File: src/rtl/csa_accumulator_pkg.sv
// csa_accumulator_pkg
//   Shared definitions for the carry-save packet accumulator:
//   - default parameter values (data width, accumulator width, beat-counter width)
//   - the control FSM state encoding
package csa_accumulator_pkg;

  localparam int DEF_DATA_W = 16;
  localparam int DEF_ACC_W  = 32;
  localparam int DEF_CNT_W  = 8;

  typedef enum logic [1:0] {
    IDLE    = 2'd0,
    ACCUM   = 2'd1,
    RESOLVE = 2'd2,
    OUTPUT  = 2'd3
  } state_t;

endpackage

File: src/rtl/csa_accumulator_csa4to2_row.sv
// csa4to2_row
//   Purely combinational, W-bit wide 4:2 compressor row built from two
//   cascaded rows of full adders. sum + carry == a + b + c + d (mod 2^W).
//   Both outputs are already weight-aligned (carry is shifted left by one).
// Ports
//   a, b, c, d : input  [W-1:0] four operands
//   sum        : output [W-1:0] sum vector
//   carry      : output [W-1:0] carry vector (bit 0 always 0)
module csa4to2_row #(
  parameter int W = 32
) (
  input  logic [W-1:0] a,
  input  logic [W-1:0] b,
  input  logic [W-1:0] c,
  input  logic [W-1:0] d,
  output logic [W-1:0] sum,
  output logic [W-1:0] carry
);

  // First-row partial sum and its shifted carry; the majority of the top bit
  // would fall off the word, so only W-1 majorities are formed per row.
  logic [W-1:0] t;
  logic [W-1:0] m1_sh;

  assign m1_sh[0] = 1'b0;
  assign carry[0] = 1'b0;

  generate
    for (genvar gi = 0; gi < W; gi++) begin : g_row1
      assign t[gi] = a[gi] ^ b[gi] ^ c[gi];
    end

    for (genvar gi = 0; gi < W - 1; gi++) begin : g_row1_carry
      assign m1_sh[gi+1] = (a[gi] & b[gi]) | (a[gi] & c[gi]) | (b[gi] & c[gi]);
    end

    for (genvar gi = 0; gi < W; gi++) begin : g_row2
      assign sum[gi] = t[gi] ^ d[gi] ^ m1_sh[gi];
    end

    for (genvar gi = 0; gi < W - 1; gi++) begin : g_row2_carry
      assign carry[gi+1] = (t[gi] & d[gi]) | (t[gi] & m1_sh[gi]) | (d[gi] & m1_sh[gi]);
    end
  endgenerate

endmodule

File: src/rtl/csa_accumulator.sv
// csa_accumulator
//   Accumulates a packet of carry-save beats (sum/carry vectors from an
//   upstream compressor tree) without any carry-propagate adder in the
//   per-beat path. The final beat (in_last) triggers a single resolve cycle
//   that adds the two accumulator halves, after which the result is offered
//   on a valid/ready output together with a saturating beat count.
//
//   Optional feature: define CSA_ACC_BIAS_EN to add port in_bias, which is
//   sampled on the first beat of each packet as the accumulator start value.
//
// Ports
//   clk       : input            clock, rising edge
//   reset     : input            synchronous active-high reset
//   in_valid  : input            beat valid
//   in_ready  : output           beat accepted this cycle (IDLE/ACCUM)
//   in_sum    : input  [DATA_W]  sum vector (two's complement)
//   in_carry  : input  [DATA_W]  carry vector (two's complement, aligned)
//   in_last   : input            final beat of packet
//   out_valid : output           result available (OUTPUT state)
//   out_ready : input            downstream accepts result
//   out_data  : output [ACC_W]   resolved packet sum, modulo 2^ACC_W
//   out_count : output [CNT_W]   beats in packet, saturating
//   in_bias   : input  [ACC_W]   (CSA_ACC_BIAS_EN only) packet start value
module csa_accumulator
  import csa_accumulator_pkg::*;
#(
  parameter int DATA_W = DEF_DATA_W,
  parameter int ACC_W  = DEF_ACC_W,
  parameter int CNT_W  = DEF_CNT_W
) (
  input  logic              clk,
  input  logic              reset,
  input  logic              in_valid,
  output logic              in_ready,
  input  logic [DATA_W-1:0] in_sum,
  input  logic [DATA_W-1:0] in_carry,
  input  logic              in_last,
  output logic              out_valid,
  input  logic              out_ready,
  output logic [ACC_W-1:0]  out_data,
  output logic [CNT_W-1:0]  out_count
`ifdef CSA_ACC_BIAS_EN
  ,
  input  logic [ACC_W-1:0]  in_bias
`endif
);

  localparam logic [CNT_W-1:0] CNT_MAX = '1;

  state_t state_reg, state_next;

  logic [ACC_W-1:0] acc_s_reg;
  logic [ACC_W-1:0] acc_c_reg;
  logic [CNT_W-1:0] count_reg;
  logic [ACC_W-1:0] out_data_reg;
  logic [CNT_W-1:0] out_count_reg;

  logic             beat;
  logic [ACC_W-1:0] sum_ext;
  logic [ACC_W-1:0] carry_ext;
  logic [ACC_W-1:0] init_s;
  logic [ACC_W-1:0] red_in_s;
  logic [ACC_W-1:0] red_in_c;
  logic [ACC_W-1:0] red_s;
  logic [ACC_W-1:0] red_c;

  assign sum_ext   = ACC_W'($signed(in_sum));
  assign carry_ext = ACC_W'($signed(in_carry));

`ifdef CSA_ACC_BIAS_EN
  assign init_s = in_bias;
`else
  assign init_s = '0;
`endif

  // The first beat of a packet reduces against the start value rather than
  // the stored accumulator, so bias is picked up exactly once per packet.
  assign red_in_s = (state_reg == IDLE) ? init_s : acc_s_reg;
  assign red_in_c = (state_reg == IDLE) ? '0     : acc_c_reg;

  csa4to2_row #(
    .W(ACC_W)
  ) u_row (
    .a    (sum_ext),
    .b    (carry_ext),
    .c    (red_in_s),
    .d    (red_in_c),
    .sum  (red_s),
    .carry(red_c)
  );

  assign beat = in_valid && in_ready;

  always_comb begin
    state_next = state_reg;
    in_ready   = 1'b0;
    out_valid  = 1'b0;
    case (state_reg)
      IDLE, ACCUM: begin
        in_ready = 1'b1;
        if (in_valid) begin
          state_next = in_last ? RESOLVE : ACCUM;
        end
      end
      RESOLVE: begin
        state_next = OUTPUT;
      end
      OUTPUT: begin
        out_valid = 1'b1;
        if (out_ready) begin
          state_next = IDLE;
        end
      end
      default: begin
        state_next = IDLE;
      end
    endcase
  end

  always_ff @(posedge clk) begin
    if (reset) begin
      state_reg     <= IDLE;
      acc_s_reg     <= '0;
      acc_c_reg     <= '0;
      count_reg     <= '0;
      out_data_reg  <= '0;
      out_count_reg <= '0;
    end else begin
      state_reg <= state_next;

      if (beat) begin
        acc_s_reg <= red_s;
        acc_c_reg <= red_c;
        if (state_reg == IDLE) begin
          count_reg <= CNT_W'(1);
        end else if (count_reg != CNT_MAX) begin
          count_reg <= count_reg + CNT_W'(1);
        end
      end

      if (state_reg == RESOLVE) begin
        out_data_reg  <= acc_s_reg + acc_c_reg;
        out_count_reg <= count_reg;
      end

      if ((state_reg == OUTPUT) && out_ready) begin
        acc_s_reg <= '0;
        acc_c_reg <= '0;
      end
    end
  end

  assign out_data  = out_data_reg;
  assign out_count = out_count_reg;

endmodule
File: config.mk
export PLATFORM = sky130hd
export DESIGN_NAME = csa_accumulator
export DESIGN_NICKNAME = d
export VERILOG_FILES = /design/src/rtl/csa_accumulator_pkg.sv /design/src/rtl/csa_accumulator_csa4to2_row.sv /design/src/rtl/csa_accumulator.sv
export SDC_FILE = /design/constraint.sdc
export NUM_CORES = 1
export LEC_CHECK = 0
export BUFFER_PORTS_ARGS = -buffer_cell sky130_fd_sc_hd__buf_4
export CAP_MARGIN = 15
export CORE_ASPECT_RATIO = 1.5
export CORE_MARGIN = 10
export CORE_UTILIZATION = 30
export DETAILED_ROUTE_END_ITERATION = 8
export PLACE_DENSITY = 0.5
export SYNTH_ARGS = -nofsm -noshare
export SYNTH_HDL_FRONTEND = slang
export SYNTH_SLANG_ARGS = --single-unit
File: constraint.sdc
create_clock -name clk -period 2.4 [get_ports clk]
set_input_delay 0.6 -clock clk [delete_from_list [all_inputs] [get_ports clk]]
set_output_delay 0.6 -clock clk [all_outputs]
set_load 0.005 [all_outputs]
==> reports/summary.txt <==
Result of the run - complete, but fails checks
Violated checks - setup timing
Final nets - 1205
Antenna violations before repair - 0
Critical path class - reg -> reg
Critical path arrival - 2680 ps
First-pass GRT wire length - 35400 microns
Max Freq - 413 MHz
Path class of the lowest-slack min-delay path - reg -> reg
Share of cells above drive strength 1 - 18.8%
Startpoint of the tightest hold check path - out_data[8]
Cell area after technology mapping - 7580 sq um
Number of failing setup endpoints in the final timing report - 1
Routed length per placed instance - 15.1 microns
Final Non-Filler Cells - 1408
Pin slew with the least headroom to its limit - 507 ps
Core Util, Final - 37.9%
Leading cell types by total area after synthesis - sky130_fd_sc_hd__dfxtp_1, sky130_fd_sc_hd__fa_1, sky130_fd_sc_hd__nand2_1, sky130_fd_sc_hd__a21oi_1, sky130_fd_sc_hd__ha_1
CTS clk-pin slew, worst paths - 80 ps
Overall die area - 32200 sq um
CP max FO - 6
Net count of the mapped netlist - 1083
Post-route DRC - 0
Critical Path, Cell by Cell - ha_4, fa_2, a21o_1, a221oi_4, a2bb2oi_4, a211oi_2, or4_1, a32o_1
Total track usage - 13.5%
Pre-Repair DR Iteration Count - 4
IO Port Bufs - 78
Hold slack - 456 ps
Area share of the largest cell type after synthesis - 29.6%
Number of max-slew violations in the final report - 0
Final critical delay including setup and external delays - 2420 ps
Syn Inst Count - 953
Crit-path slowest cell - sky130_fd_sc_hd__or4_1
Num CTS Buffers - 9
Number of fill cells in the layout - 2626
Fin. Hold Viols - 0
Total number of vias - 6767
Maxcap violations - 0
CTS Buffer Depth - 2
Detailed route wirelength on metal3 - 620 microns
# clock sinks - 112
Reg area - 2240 sq um
Synth-to-Final Area Change - 24.8%
Met2 Wirelength - 11600 microns
Detailed Route Iter0 Violations - 307
Syn avg cell area - 7.96 sq um
Max Clock Skew - 13.5 ps
Leakage power - 4.16 nW
Detailed-placement wirelength estimate - 16800 microns
Crit path launch type - register
Clock latency of the later-clocked register in the worst-skew pair - 370 ps
Most common library cells after synthesis - sky130_fd_sc_hd__nand2_1, sky130_fd_sc_hd__a21oi_1, sky130_fd_sc_hd__dfxtp_1, sky130_fd_sc_hd__inv_1, sky130_fd_sc_hd__fa_1
Clock root cell - sky130_fd_sc_hd__clkbuf_16
Area leader, netlist - sky130_fd_sc_hd__dfxtp_1
H-Tree Level Count - 3
Placed cell count - 1390
Highest metal layer with signal wires - met4
Critical Path Sink Type - register
Power per unit of standard cell area - 510 nW/um^2
Critical Path RT - 2660 ps
Unrepaired setup endpoints after global routing - yes
Cell with the most instances after synthesis - sky130_fd_sc_hd__nand2_1
Core Area - 25000 sq um
FP Rows - 71
Multi-input gate area - 4880 sq um
Number of antenna repair diodes - 0
Launch point of the critical path - acc_s_reg[2]
Count of different cell masters after synthesis - 52
Maximum number of pins on one net before global-route repair - 41
Share of flip-flops with an asynchronous set or reset after synthesis - 0%
Number of synthesized flops with an enable pin - 0
Primary flip-flop cell chosen by synthesis mapping - sky130_fd_sc_hd__dfxtp_1
Starting density of the core - 30.4%
Number of global-route vias before repair - 7014
Die X-Extent - 150 microns
Final clock period utilization by the worst path - 101%
Number of antenna-violating nets in the routed design - 0
Worst stage delay on the critical path - 400 ps
Reg-to-Reg Start - acc_s_reg[2]
Relative max-transition margin - 66.0%
Sequential cell area fraction in the yosys report - 29.6%
Weighted congestion at the end of routability-driven global placement - 0.858
Number of buffers inserted by hold repair at cts - 0
Post-Route M1 WL - 8640 microns
I/O pins - 79
Family with the most delay on the worst path - compound AO/OA/AOI/OAI gates
Yosys warning count - 0
Overflow after GRT - 0
Vert. Die Dim - 215 microns
Total wire length after detailed routing - 21300 microns
Total buffers and inverters traversed by the critical path - 0
CTS tree - built
Via-to-Cell Ratio - 4.81
Yosys reg bits - 112
Maximum VDD drop - 0.312 mV
Fin worst setup slack - -22.6 ps
==> layout make-up <==
type / instances / share of cell area (%)
sequential: 112 / 23.7
tap: 328 / 4.33
timing repair buffer: 159 / 13.3
inverter: 98 / 3.92
multi-input combinational: 695 / 51.6
clock buffer: 9 / 2.38
clock inverter: 7 / 0.793
==> power breakdown <==
part / switching [mW] / total [mW] / internal (mW)
logic: 0.699 / 1.22 / 0.524
registers: 0.0920 / 2.06 / 1.97
clock network: 0.804 / 1.54 / 0.740
==> worst paths after layout <==
check,endpoint,slack (ps),depth (start not counted)
min reg2reg,out_data[8],460,2
min,out_data[8],460,2
max,out_data[30],-20,8
max reg2reg,out_data[30],-20,8
==> metal layers <==
metal,vias to the layer above,track usage [%]
li1,3406,-
met1,3250,14.8
met2,85,25.3
met3,26,2.12
met4,0,4.74
met5,-,0
==> worst min-delay path, cell delays in order (launching register included) <==
cell and delay [ps]:
sky130_fd_sc_hd__dfxtp_1 310, sky130_fd_sc_hd__nand2_1 50, sky130_fd_sc_hd__a21oi_1 50
==> cell families after synthesis <==
logic type	share of synthesized area, %
AOI/OAI and AO/OA	18.1
xor gates and xnor gates	1.85
adders and majority gates	21.4
buffers and inverters	7.28
DFF	29.6
muxes	0.148
and+or+nand+nor	21.7
==> stage by stage <==
stage               power [mW]  TNS [ps]  worst slack, ps  instance area (sq um)
CTS                       4.90     -63.0            -63.0                   9420
global route              5.16      -359             -140                   9470
detailed placement        3.33      -181             -102                   9100
global placement          3.32     -94.9            -72.3                   9100
finish                    4.83     -22.6            -22.6                   9470
floorplan                 2.85     -55.5            -31.6                   7630
==> placed cells by master (no fill, tap or decap), drive strengths merged, types with 12 or more instances in the layout <==
cell type / n
and2: 37
inv: 100
nand3: 19
fa: 61
nand2: 216
nor3: 13
nand4: 12
nor2: 33
ha: 32
a21oi: 118
dfxtp: 112
o21ai: 29
buf: 159
==> repair_timing <==
action	CTS	global route
pin swaps	4	1
gates resized for setup	2	12
endpoints found under the setup margin	5	19
gates cloned	0	0
buffers inserted	2	0
Power figures use the tool's default switching activity.
